--- config.mk ---
export PLATFORM = sky130hd
export DESIGN_NAME = seq_monitor_flat
export DESIGN_NICKNAME = d
export VERILOG_FILES = /design/src/rtl/seq_monitor_if.sv /design/src/rtl/seq_monitor.sv /design/src/flat_wrapper.sv
export SDC_FILE = /design/constraint.sdc
export NUM_CORES = 1
export LEC_CHECK = 0
export CORE_ASPECT_RATIO = 0.9
export CORE_UTILIZATION = 45
export CTS_CLUSTER_SIZE = 20
export DETAILED_ROUTE_END_ITERATION = 10
export MAX_ROUTING_LAYER = met4
export PLACE_DENSITY = 0.74
export REMOVE_ABC_BUFFERS = 1
export SLEW_MARGIN = 30
export SYNTH_ARGS = -nofsm -noshare
export SYNTH_HDL_FRONTEND = slang
export SYNTH_SLANG_ARGS = --single-unit
--- constraint.sdc ---
create_clock -name clk -period 1.9 [get_ports clk]
set_input_delay 0.19 -clock clk [delete_from_list [all_inputs] [get_ports clk]]
set_output_delay 0.19 -clock clk [all_outputs]
set_load 0.02 [all_outputs]
--- src/rtl/seq_monitor_if.sv ---
// Bundle for seq_monitor: sample inputs from the upstream FSM and monitor results.
interface seq_monitor_if;
    logic       en;
    logic       clr;
    logic       a;
    logic [2:0] code;
    logic       illegal;
    logic       trans_err;
    logic       err;
    logic [3:0] err_cnt;
    logic       match;
    logic [3:0] match_cnt;
    logic [2:0] last_code;

    modport master (
        output en, clr, a, code,
        input  illegal, trans_err, err, err_cnt, match, match_cnt, last_code
    );

    modport slave (
        input  en, clr, a, code,
        output illegal, trans_err, err, err_cnt, match, match_cnt, last_code
    );
endinterface

--- src/rtl/seq_monitor.sv ---
// Watches an upstream state machine's code stream: flags illegal codes and bad
// transitions, counts errors, and detects the 2,4,1,6,7 sequence.
module seq_monitor (
    input  logic          clk,
    input  logic          reset,
    seq_monitor_if.slave  mon
);

    typedef enum logic [2:0] {M0, M1, M2, M3, M4} mstate_e;

    mstate_e    mstate_q,    mstate_d;
    logic       have_prev_q, have_prev_d;
    logic       prev_a_q,    prev_a_d;
    logic [2:0] last_code_q, last_code_d;
    logic       illegal_q,   illegal_d;
    logic       trans_err_q, trans_err_d;
    logic       err_q,       err_d;
    logic [3:0] err_cnt_q,   err_cnt_d;
    logic       match_q,     match_d;
    logic [3:0] match_cnt_q, match_cnt_d;

    logic       code_illegal;
    logic       code_bad_trans;

    function automatic logic [2:0] successor(input logic [2:0] c, input logic a_in);
        logic [2:0] nxt;
        case (c)
            3'd2:    nxt = 3'd4;
            3'd1:    nxt = 3'd6;
            3'd6:    nxt = 3'd7;
            3'd4:    nxt = a_in ? 3'd1 : 3'd6;
            3'd7:    nxt = a_in ? 3'd4 : 3'd2;
            default: nxt = 3'd0;
        endcase
        return nxt;
    endfunction

    assign code_illegal   = !(mon.code inside {3'd1, 3'd2, 3'd4, 3'd6, 3'd7});
    // An illegal code can never equal a successor, so both flags may fire together.
    assign code_bad_trans = have_prev_q && (mon.code != successor(last_code_q, prev_a_q));

    always_comb begin
        mstate_d    = mstate_q;
        have_prev_d = have_prev_q;
        prev_a_d    = prev_a_q;
        last_code_d = last_code_q;
        illegal_d   = 1'b0;
        trans_err_d = 1'b0;
        err_d       = err_q;
        err_cnt_d   = err_cnt_q;
        match_d     = 1'b0;
        match_cnt_d = match_cnt_q;

        if (mon.clr) begin
            mstate_d    = M0;
            have_prev_d = 1'b0;
            prev_a_d    = 1'b0;
            last_code_d = '0;
            err_d       = 1'b0;
            err_cnt_d   = '0;
            match_cnt_d = '0;
        end else if (mon.en) begin
            last_code_d = mon.code;
            prev_a_d    = mon.a;
            have_prev_d = !code_illegal;
            illegal_d   = code_illegal;
            trans_err_d = code_bad_trans;

            if (code_illegal || code_bad_trans) begin
                err_d = 1'b1;
                if (err_cnt_q != 4'd15) begin
                    err_cnt_d = err_cnt_q + 4'd1;
                end
            end

            // Mismatch fallback: a 2 restarts the pattern, anything else resets it.
            mstate_d = (mon.code == 3'd2) ? M1 : M0;
            case (mstate_q)
                M0: if (mon.code == 3'd2) mstate_d = M1;
                M1: if (mon.code == 3'd4) mstate_d = M2;
                M2: if (mon.code == 3'd1) mstate_d = M3;
                M3: if (mon.code == 3'd6) mstate_d = M4;
                M4: begin
                    if (mon.code == 3'd7) begin
                        mstate_d = M0;
                        match_d  = 1'b1;
                        if (match_cnt_q != 4'd15) begin
                            match_cnt_d = match_cnt_q + 4'd1;
                        end
                    end
                end
                default: mstate_d = M0;
            endcase
        end
    end

    always_ff @(posedge clk or negedge reset) begin
        if (!reset) begin
            mstate_q    <= M0;
            have_prev_q <= 1'b0;
            prev_a_q    <= 1'b0;
            last_code_q <= '0;
            illegal_q   <= 1'b0;
            trans_err_q <= 1'b0;
            err_q       <= 1'b0;
            err_cnt_q   <= '0;
            match_q     <= 1'b0;
            match_cnt_q <= '0;
        end else begin
            mstate_q    <= mstate_d;
            have_prev_q <= have_prev_d;
            prev_a_q    <= prev_a_d;
            last_code_q <= last_code_d;
            illegal_q   <= illegal_d;
            trans_err_q <= trans_err_d;
            err_q       <= err_d;
            err_cnt_q   <= err_cnt_d;
            match_q     <= match_d;
            match_cnt_q <= match_cnt_d;
        end
    end

    assign mon.illegal   = illegal_q;
    assign mon.trans_err = trans_err_q;
    assign mon.err       = err_q;
    assign mon.err_cnt   = err_cnt_q;
    assign mon.match     = match_q;
    assign mon.match_cnt = match_cnt_q;
    assign mon.last_code = last_code_q;

endmodule

--- src/flat_wrapper.sv ---
// flat-port wrapper written by rule: the top's interface ports become plain ports
module seq_monitor_flat 
  (clk, reset, mon_en, mon_clr, mon_a, mon_code, mon_illegal, mon_trans_err, mon_err, mon_err_cnt, mon_match, mon_match_cnt, mon_last_code);
  seq_monitor_if mon_i ();
  input  logic clk;
  input  logic reset;
  input wire logic [$bits(mon_i.en)-1:0] mon_en;
  input wire logic [$bits(mon_i.clr)-1:0] mon_clr;
  input wire logic [$bits(mon_i.a)-1:0] mon_a;
  input wire logic [$bits(mon_i.code)-1:0] mon_code;
  output wire logic [$bits(mon_i.illegal)-1:0] mon_illegal;
  output wire logic [$bits(mon_i.trans_err)-1:0] mon_trans_err;
  output wire logic [$bits(mon_i.err)-1:0] mon_err;
  output wire logic [$bits(mon_i.err_cnt)-1:0] mon_err_cnt;
  output wire logic [$bits(mon_i.match)-1:0] mon_match;
  output wire logic [$bits(mon_i.match_cnt)-1:0] mon_match_cnt;
  output wire logic [$bits(mon_i.last_code)-1:0] mon_last_code;
  assign mon_i.en = mon_en;
  assign mon_i.clr = mon_clr;
  assign mon_i.a = mon_a;
  assign mon_i.code = mon_code;
  assign mon_illegal = mon_i.illegal;
  assign mon_trans_err = mon_i.trans_err;
  assign mon_err = mon_i.err;
  assign mon_err_cnt = mon_i.err_cnt;
  assign mon_match = mon_i.match;
  assign mon_match_cnt = mon_i.match_cnt;
  assign mon_last_code = mon_i.last_code;
  seq_monitor u_core (.clk(clk), .reset(reset), .mon(mon_i));
endmodule
==> reports/qor.csv <==
stage,metric,value,unit
outcome,status,finished with violations,
outcome,violations,setup timing,
global_route,first_global_vias,1004,
logic_synthesis,avgSynthCellArea,9.82,um2
clocking,cts_buffer_depth,2,
placement,hpwl,1.78,mm
sta,period_minus_slack,2040,ps
sta,max-slew-margin-rel,60.4,%
global_route,grt_max_degree,21,
placement,placed_area,1510,um2
worst_setup_path,crit_type,flop to flop,
pwr,peakVddDrop,0.452,mV
worst_setup_path,r2r_end,u_core.mon.err,
logic_synthesis,synth_seq_area_share,42.8,%
worst_setup_path,crit_family,compound AO/OA/AOI/OAI gates,
floorplanning,ios,23,
worst_setup_path,crit_path_cell_trace,nand2b_4 > xnor2_1 > or3_1 > a311oi_4 > buf_4 > nor2_2 > o21ba_2,
clocking,clk_latency,300,ps
worst_setup_path,crit_arrival,2250,ps
global_route,grt_usage,20.4,%
clocking,htree_num_levels,1,
floorplanning,fp.dieH,50.3,um
sta,setup_viol,6,
route,routed_via_density,5.32,
global_route,antenna_found_initial,0,
sta,fin_tns_setup,-675,ps
worst_setup_path,max_stage_delay,470,ps
sta,min_period_over_period,108,%
clocking,cts_made_buffers,3,
worst_setup_path,startpoint_type,flop,
floorplanning,die_area,2800,um2
floorplanning,die_w,55.7,um
sta,fin_ws,-144,ps
placement,place_ws,-373,ps
route,drt-pass1-iter-count,4,
final_layout,syn_to_final_growth,45.0,%
final_layout,layout_common_cells,"buf_4 (24), clkdlybuf4s50_1 (22), dfrtp_1 (17), nor2_1 (14), nand2_1 (7)",
logic_synthesis,yosys.area_share.adder,2.14,%
worst_setup_path,crit_required,2100,ps
worst_setup_path,crit_buf_inv,1,
floorplanning,core_area,2450,um2
final_layout,drive_above_1_share,31.1,%
final_layout,antenna_cells,0,
worst_setup_path,r2r-start,u_core.mon.last_code[1],
final_layout,nets,175,
worst_setup_path,critPathCaptureType,flop,
route,wire_per_inst,14.0,um
placement,numPortBuffers,22,
final_layout,final_util,69.3,%
logic_synthesis,ys_warn_count,0,
logic_synthesis,synth_cells,119,
route,drc,0,
sta,finalMaxSlewViolations,0,
worst_setup_path,r2r_slack,-140,ps
logic_synthesis,ys_ff_latch,20,
placement,gp_congestion,0.887,
job,cap_violations,0,
sta,timing.fmax,489,MHz
worst_hold_path,hp-class,input pin to async pin,
logic_synthesis,synth_area,1170,um2
logic_synthesis,synth-compound-area-share,12.5,%
logic_synthesis,yosysUniqueCellTypes,35,
sta,hold_violations,0,
worst_setup_path,worstPathMaxFanout,6,
logic_synthesis,synth_top_family_by_area,simple AND/OR/NAND/NOR gates,
floorplanning,fp-row-count,17,
clocking,tritoncts,yes,
final_layout,final_common_cell,buf_4,
logic_synthesis,synthSimpleGateAreaFrac,25.3,%
clocking,root_buffer,clkbuf_4,
logic_synthesis,synth_mux_area_share,7.39,%
pwr,p_leak,0.723,nW
logic_synthesis,synth-xor-area-share,5.25,%
floorplanning,start_util,47.8,%
sta,skew,1.78,ps
worst_setup_path,r2r_cells,7,
clocking,clk_pin_slew_worst_paths,110,ps
final_layout,fin_area,1690,um2
global_route,globalRouteOverflowTotal,0,
global_route,grt_pass1_wl,4.34,mm
sta,grt_setup_unrepaired,true,
clocking,clock_sinks,20,
route,antenna_left,0,
route,routed-via-count,1021,
route,drtIter0Drc,23,
pwr,p_per_area,557,nW/um2
sta,worst_slew_pin_slew,587,ps
worst_setup_path,cpMaxStageDelayCell,dfrtp_2,
route,finalWirelength,2.68,mm
per-layer routing:
| metal | part of all wire (%) | up-vias | track usage, % |
|---|---|---|---|
| li1 | - | 508 | - |
| met1 | 44 | 493 | 22.6 |
| met2 | 53 | 18 | 38.4 |
| met3 | 3.5 | 2 | 5.67 |
| met4 | 0.34 | 0 | 1.67 |
| met5 | 0 | - | - |
how the worst max path moves through the flow:
stage / startpoint / cells past startpoint / end / slack (ps)
global placement: mon_code[0] / 7 / u_core.mon.err_cnt[2] / -340
detailed placement: mon_code[0] / 7 / u_core.mon.err_cnt[2] / -370
global route: u_core.mon.last_code[1] / 8 / u_core.mon.err_cnt[3] / -210
floorplan: u_core.mon.last_code[1] / 6 / u_core.mon.err_cnt[0] / -70
CTS: u_core.mon.last_code[1] / 6 / u_core.mon.err_cnt[2] / -140
finish: u_core.mon.last_code[1] / 7 / u_core.mon.err / -140
worst reg2reg max path, delay by kind of cell (launching register included):
| family | cells | cell delay (ps) |
|---|---|---|
| flops | 1 | 470 |
| xor+xnor | 1 | 140 |
| buf+inv | 1 | 190 |
| compound gates | 2 | 590 |
| simple gates | 3 | 570 |
flip-flops by register name, indices dropped and copies added (netlist names):
name and flops:
u_core.have_prev_q 1, u_core.mon.err 1, u_core.mon.err_cnt 4, u_core.mon.illegal 1, u_core.mon.last_code 3, u_core.mon.match 1, u_core.mon.match_cnt 4, u_core.mon.trans_err 1
u_core.mstate_q 3, u_core.prev_a_q 1
synthesized netlist by cell type, drive strengths merged:
library cell | number | share of area (%)
dfrtp | 20 | 43
nor2 | 15 | 4.8
nand2 | 7 | 2.2
nand2b | 7 | 3.7
mux2i | 6 | 5.1
nor2b | 6 | 3.2
a21oi | 5 | 2.1
buf | 4 | 2.1
o21ai | 4 | 1.7
xnor2 | 4 | 3.0
a311oi | 3 | 3.9
inv | 3 | 0.96
nand3 | 3 | 1.3
nor3 | 3 | 1.3
nor3b | 3 | 1.9
xor2 | 3 | 2.2
a31oi | 2 | 1.1
clkbuf | 2 | 1.5
ha | 2 | 2.1
mux2 | 2 | 2.2
nand3b | 2 | 1.3
nand4b | 2 | 1.5
or3 | 2 | 1.1
a211oi | 1 | 0.64
and2 | 1 | 0.54
and3 | 1 | 0.54
nand4 | 1 | 0.54
nor4 | 1 | 0.54
nor4b | 1 | 0.75
o21ba | 1 | 0.86
o311ai | 1 | 1.4
o31a | 1 | 0.86
power by group:
group	leakage, nW	total (mW)	internal (mW)	switching (mW)
logic	0.433	0.236	0.131	0.105
registers	0.269	0.459	0.440	0.0183
clock network	0.0210	0.249	0.117	0.132
area by class of cell:
| class | instances | area, um2 |
|---|---|---|
| fill | 192 | 752 |
| timing repair buffer | 47 | 412 |
| sequential | 20 | 504 |
| inverter | 3 | 11.3 |
| tap | 28 | 35.0 |
| clock buffer | 4 | 36.3 |
| multi-input combinational | 90 | 696 |
kinds of logic (layout without fill, tap and decap cells):
| family | Yosys count | in the layout |
|---|---|---|
| muxes | 8 | 8 |
| DFF | 20 | 20 |
| AOI/OAI and AO/OA | 18 | 18 |
| buffers and inverters | 9 | 54 |
| xor gates and xnor gates | 7 | 7 |
| and+or+nand+nor | 55 | 55 |
| adders and majority gates | 2 | 2 |
per-stage QoR:
step	hold slack (ps)	std cells	power, mW
CTS	220	189	0.919
detailed placement	496	180	0.647
floorplan	-106	113	0.546
finish	216	192	0.944
global placement	491	180	0.642
global route	224	192	0.989
what timing repair did:
| action | 4_1_cts | 5_1_grt |
|---|---|---|
| pin swaps | 4 | 9 |
| setup endpoints to repair | 4 | 7 |
| hold buffers | 0 | 0 |
| setup buffers | 5 | 3 |
| gates resized for setup | 3 | 15 |
(Power assumes the default switching activity.)
